`config.mk`:
```
export PLATFORM = sky130hd
export DESIGN_NAME = gen_escritura_rtc
export DESIGN_NICKNAME = d
export VERILOG_FILES = /design/src/rtl/gen_escritura_rtc.sv
export SDC_FILE = /design/constraint.sdc
export NUM_CORES = 1
export LEC_CHECK = 0
export ABC_CLOCK_PERIOD_IN_PS = 6300
export BUFFER_PORTS_ARGS = -buffer_cell sky130_fd_sc_hd__buf_2
export CORE_AREA = 2 2 69 71
export DETAILED_ROUTE_END_ITERATION = 7
export DIE_AREA = 0 0 71 73
export GPL_TIMING_DRIVEN = 0
export PLACE_DENSITY = 0.76
export SYNTH_ARGS = -nofsm -noshare
export SYNTH_HDL_FRONTEND = slang
export SYNTH_SLANG_ARGS = --single-unit
```
`constraint.sdc`:
```
create_clock -name clk -period 6.3 [get_ports clk]
set_clock_uncertainty 0.2 [all_clocks]
set_input_delay 1.26 -clock clk [delete_from_list [all_inputs] [get_ports clk]]
set_output_delay 1.26 -clock clk [all_outputs]
set_load 0.05 [all_outputs]
```
`src/rtl/gen_escritura_rtc.sv`:
```
// Write-cycle generator for a multiplexed-bus RTC: each write is an address phase and a
// data phase, each with setup, strobe and hold timing, followed by a one-cycle Final_WR.
module gen_escritura_rtc #(
    parameter int T_SU = 2,
    parameter int T_W  = 4,
    parameter int T_H  = 2
) (
    input  logic       clk,
    input  logic       reset,
    input  logic [3:0] ctrl_I,
    output logic       cs_n,
    output logic       rd_n,
    output logic       wr_n,
    output logic       ad_n,
    output logic [7:0] ad_out,
    output logic       ad_oe,
    output logic       Final_WR,
    output logic       busy
);

    typedef enum logic [2:0] {IDLE, A_SU, A_WR, A_H, D_SU, D_WR, D_H, DONE} state_t;

    typedef struct packed {
        logic       valid;
        logic [7:0] addr;
        logic [7:0] data;
    } step_t;

    // Steps 0, 9 and 12-15 are not write steps.
    function automatic step_t lookup(input logic [3:0] s);
        case (s)
            4'd1:    lookup = '{1'b1, 8'h02, 8'h10};
            4'd2:    lookup = '{1'b1, 8'h02, 8'h00};
            4'd3:    lookup = '{1'b1, 8'h10, 8'hD2};
            4'd4:    lookup = '{1'b1, 8'h00, 8'h04};
            4'd5:    lookup = '{1'b1, 8'h01, 8'h00};
            4'd6:    lookup = '{1'b1, 8'h75, 8'h08};
            4'd7:    lookup = '{1'b1, 8'hF2, 8'h00};
            4'd8:    lookup = '{1'b1, 8'hF1, 8'h00};
            4'd10:   lookup = '{1'b1, 8'hF3, 8'h00};
            4'd11:   lookup = '{1'b1, 8'h02, 8'h00};
            default: lookup = '{1'b0, 8'h00, 8'h00};
        endcase
    endfunction

    state_t     state_q, state_d;
    logic [3:0] cnt_q, cnt_d;
    logic [3:0] last_step_q, last_step_d;
    logic [3:0] step_q, step_d;
    logic [7:0] addr_q, addr_d;
    logic [7:0] data_q, data_d;
    step_t      entry;

    logic       cs_n_q, cs_n_d;
    logic       wr_n_q, wr_n_d;
    logic       ad_n_q, ad_n_d;
    logic [7:0] ad_out_q, ad_out_d;
    logic       ad_oe_q, ad_oe_d;
    logic       final_q, final_d;
    logic       busy_q, busy_d;

    always_comb begin
        // NOTE: every signal gets a default first so no path through the case infers a latch.
        state_d     = state_q;
        cnt_d       = cnt_q;
        last_step_d = last_step_q;
        step_d      = step_q;
        addr_d      = addr_q;
        data_d      = data_q;
        entry       = lookup(ctrl_I);

        case (state_q)
            IDLE: begin
                if (ctrl_I == 4'd0) begin
                    last_step_d = 4'd0;
                end else if (entry.valid && ctrl_I != last_step_q) begin
                    state_d = A_SU;
                    cnt_d   = 4'(T_SU - 1);
                    step_d  = ctrl_I;
                    addr_d  = entry.addr;
                    data_d  = entry.data;
                end
            end
            A_SU: if (cnt_q == 4'd0) begin state_d = A_WR; cnt_d = 4'(T_W - 1);  end else cnt_d = cnt_q - 4'd1;
            A_WR: if (cnt_q == 4'd0) begin state_d = A_H;  cnt_d = 4'(T_H - 1);  end else cnt_d = cnt_q - 4'd1;
            A_H:  if (cnt_q == 4'd0) begin state_d = D_SU; cnt_d = 4'(T_SU - 1); end else cnt_d = cnt_q - 4'd1;
            D_SU: if (cnt_q == 4'd0) begin state_d = D_WR; cnt_d = 4'(T_W - 1);  end else cnt_d = cnt_q - 4'd1;
            D_WR: if (cnt_q == 4'd0) begin state_d = D_H;  cnt_d = 4'(T_H - 1);  end else cnt_d = cnt_q - 4'd1;
            D_H: begin
                if (cnt_q == 4'd0) begin
                    state_d     = DONE;
                    cnt_d       = 4'd0;
                    last_step_d = step_q;
                end else begin
                    cnt_d = cnt_q - 4'd1;
                end
            end
            DONE:    state_d = IDLE;
            default: begin state_d = IDLE; cnt_d = 4'd0; end
        endcase

        // Outputs are decoded from the next state and registered, so they are glitch-free
        // and appear in the same cycle the state is entered.
        cs_n_d   = 1'b1;
        wr_n_d   = 1'b1;
        ad_n_d   = 1'b0;
        ad_out_d = 8'h00;
        ad_oe_d  = 1'b0;
        final_d  = 1'b0;
        busy_d   = (state_d != IDLE);
        case (state_d)
            A_SU, A_WR, A_H: begin
                cs_n_d   = 1'b0;
                ad_oe_d  = 1'b1;
                ad_out_d = addr_d;
                wr_n_d   = (state_d != A_WR);
            end
            D_SU, D_WR, D_H: begin
                cs_n_d   = 1'b0;
                ad_oe_d  = 1'b1;
                ad_n_d   = 1'b1;
                ad_out_d = data_d;
                wr_n_d   = (state_d != D_WR);
            end
            DONE:    final_d = 1'b1;
            default: ;
        endcase
    end

    always_ff @(posedge clk) begin
        // NOTE: the reset clears every register, including the latched step data, so an
        // aborted write leaves nothing behind that could be mistaken for a served step.
        if (reset) begin
            state_q     <= IDLE;
            cnt_q       <= 4'd0;
            last_step_q <= 4'd0;
            step_q      <= 4'd0;
            addr_q      <= 8'h00;
            data_q      <= 8'h00;
            cs_n_q      <= 1'b1;
            wr_n_q      <= 1'b1;
            ad_n_q      <= 1'b0;
            ad_out_q    <= 8'h00;
            ad_oe_q     <= 1'b0;
            final_q     <= 1'b0;
            busy_q      <= 1'b0;
        end else begin
            // NOTE: non-blocking assignments so all registers update together from old values.
            state_q     <= state_d;
            cnt_q       <= cnt_d;
            last_step_q <= last_step_d;
            step_q      <= step_d;
            addr_q      <= addr_d;
            data_q      <= data_d;
            cs_n_q      <= cs_n_d;
            wr_n_q      <= wr_n_d;
            ad_n_q      <= ad_n_d;
            ad_out_q    <= ad_out_d;
            ad_oe_q     <= ad_oe_d;
            final_q     <= final_d;
            busy_q      <= busy_d;
        end
    end

    assign cs_n     = cs_n_q;
    assign rd_n     = 1'b1;
    assign wr_n     = wr_n_q;
    assign ad_n     = ad_n_q;
    assign ad_out   = ad_out_q;
    assign ad_oe    = ad_oe_q;
    assign Final_WR = final_q;
    assign busy     = busy_q;

endmodule
```
==> impl_results.md <==
- Fin. max-slew vios: 0
- Final WL: about 4300 µm
- Worst Tran Pin Value: 569 ps
- Met3 WL: around 170 µm
- Mux cell area share after synthesis: between 4 and 5%
- Final hold vios: 0
- Share of the synthesized area in the top cell type: 42.1%
- Synth cell types: 59
- Power share of the clock group: 32.0%
- First-pass GRT wire length: roughly 7400 µm
- Diode count: 0
- Antenna violations before repair: 0
- Die width: slightly above 70 µm
- Reg clk slew, reported paths: 90 ps
- CTS tree: done
- Vias in the first global route: 1,575
- Crit path max fanout: 10
- Vias per cell: between 5 and 6
- Post-DP HPWL: roughly 3000 µm
- Seq pwr share: approximately 39%
- GRT Overall Usage: a little under a fifth
- Synth Area in Simple Gates: between 10% and 20%
- Syn_nets: 238
- Worst endpoint required time: approximately 6300 ps
- RSZ-0062 raised after global routing: false
- Seq cells post-synth: 45
- Hold Buf Count CTS: 0
- Seq/Total Area, Yosys: between 40% and 50%
- Grt ovf: 0
- 1st-iter DRT viols: 159
- Top-count cell post-synth: dfxtp_1
- Achievable Freq: 330 MHz
- Post-route ant nets: 0
- Post-CTS setup buffers: 0
- Leading area contributor after synthesis: dfxtp_1
- Mean Syn Cell Area: 9.38 µm²
- Post-synth top cells: dfxtp_1 (45), a21oi_1 (20), nor2_1 (20)
- Status: complete, no violations
- Port Buffers: 17
- Starting density of the core: between 40 and 50%
- Setup TNS after final layout: 0 ps
- WL met2: 2030 µm
- Power per cell area: ~340 nW/µm²
- Post-synthesis adder-cell area fraction: between 2 and 3%
- Final #Nets: approximately 260
- Die Ht: approximately 73 µm
- DRC Markers: 0
- Async set-reset flop share out of synthesis: 0%
- # resized after CTS: 0
- Num CTS Buffers: 5
- Drt pass-1 iters: 4
- Post-synth EDFFs: 0
- Post-route minimum period: approximately 3000 ps
- Internal power: around 550 µW
- Max IR drop VDD: around 0.20 mV
- Synth area leaders: dfxtp_1 (42%), a21oi_1 (4.7%), mux2i_1 (4.2%), nor2_1 (3.5%), clkbuf_8 (3.2%)
- RePlAce Congestion: roughly 0.9
- DP Worst Slack: just under 3000 ps
- CTS Buffer Depth: 2
- Synth Instances: approximately 230
- Rel. slew slack: between 60% and 70%
- IO Count: 21
- Switching share of power: between 30% and 40%
- # clock sinks: between 40 and 50
- Ys Warns: 0
- Hold crit path type: reg2reg
- Leakage power: just under 0.001 µW
- Worst setup EP type: flip-flop
- Share of layout cells above drive strength 1: between 20% and 30%
- Vias: 1,681
- Pin count of the biggest net entering global routing: 16
- Met1 WL: 2010 µm
- Post-Syn Area: approximately 2100 µm²
- Period Utilization, post-route: between 40 and 50%
- Layout area overhead: 13.6%
- XOR/XNOR Fraction of Synth Area: about 2.5%
- Highest routed layer: met4
- Setup WS post-layout: between 3000 and 4000 ps
- CTS root buffer: clkbuf_8
- Main synth FF type: dfxtp_1
- Net Sw Power: 269 µW
- Row cnt: 25
- Critical Path Source Type: input port
- Max-cap violations: 0
- Core Region: 4540 µm²
- Crit path DAT: 3020 ps
- Largest family of logic cells by synthesized area: simple AND/OR/NAND/NOR gates
- Wire length per cell: roughly 14 µm
- Clock latency on the worst-skew pair: around 300 ps
- Critical path class: in2reg
- Setup Viol. Count Final: 0
- Post-synthesis compound-gate area fraction: roughly a fifth
- # H-tree levels: 2
- Die area: between 5000 and 6000 µm²
- Combinational Power Share: approximately 29%
## cell families after synthesis
logic type               count (synthesis)
AO/OA/AOI/OAI                           58
XOR/XNOR                                 6
adder cells (fa/ha/maj)                  5
buffers and inverters                   28
flip-flops                              45
multiplexers                             9
other                                    1
AND/OR/NAND/NOR                         76
## flip-flops by register name, summed over array words and instances, names as in the netlist, 3 cells and up
signal and cells:
data_q 8, state_q 3, addr_q 8, cnt_q 4, ad_out 8, step_q 4, last_step_q 4
## per-layer routing
| layer | vias to the layer above | global-route usage (%) |
|---|---|---|
| li1 | 855 | - |
| met1 | 789 | 22.6 |
| met2 | 31 | 31.4 |
| met3 | 6 | 3.73 |
| met4 | 0 | 6.71 |
| met5 | - | 0 |
## cells in the final DEF (no fill, tap or decap), drive strengths merged, types with 2 or more instances in the layout
master   netlist  routed
nand3          6       6
nand4          2       2
ha             4       4
nor2b          2       2
and2           5       5
nor4           3       3
a32o           3       3
nand2b         5       5
mux2i          9       9
o21ai          5       5
o2bb2ai        2       2
buf            6      23
o22ai          3       3
o32ai          3       3
a2111o         2       2
clkbuf         9      14
nor2          20      20
nor3           9       9
a22o           4       4
a21oi         20      20
dfxtp         45      45
inv           12      13
or2            2       2
a211oi         2       2
xor2           5       5
nand2         19      19
bufinv         0       2
a211o          2       2
## final timing paths
check / from / endpoint / slack, ps / cells after the start
max: ctrl_I[1] / ad_out[7] / 3270 / 9
min: addr_q[3] / addr_q[3] / 250 / 2
max reg2reg: cnt_q[1] / ad_out[5] / 4210 / 5
min reg2reg: addr_q[3] / addr_q[3] / 250 / 2
## critical path, cell delays in order
cell,delay [ps]
buf_2,170
inv_1,90
ha_1,200
nor3b_2,150
a21oi_1,110
nor3_4,470
buf_6,240
mux2i_1,230
o32ai_1,100
## area by class of cell
class                      instances  area, µm²
timing repair buffer              17       85.1
multi-input combinational        155       1030
clock inverter                     3       68.8
buffer                            15        153
sequential                        45        901
tap                               54       67.6
fill                             405       2110
clock buffer                       5       68.8
inverter                          13       50.0
## per-stage QoR
| step | cells | utilization, % | total power (µW) | area (µm²) | hold WS (ps) |
|---|---|---|---|---|---|
| 6_report | 307 | 53.5 | 822 | 2430 | 252 |
| 5_1_grt | 307 | 53.5 | 860 | 2430 | 284 |
| 4_1_cts | 307 | 53.5 | 826 | 2430 | 254 |
| 3_5_place_dp | 299 | 50.5 | 564 | 2290 | 242 |
| 3_3_place_gp | 299 | 50.5 | 561 | 2290 | 237 |
| 2_1_floorplan | 228 | - | 516 | 2140 | 225 |
## power groups by stage
stage | sequential, µW | combinational, µW | clock (µW)
2_1_floorplan | 363 | 153 | 0
3_5_place_dp | 330 | 234 | 0
5_1_grt | 327 | 257 | 277
3_3_place_gp | 329 | 231 | 0
4_1_cts | 324 | 235 | 267
6_report | 323 | 236 | 263
(Power assumes the default switching activity.)
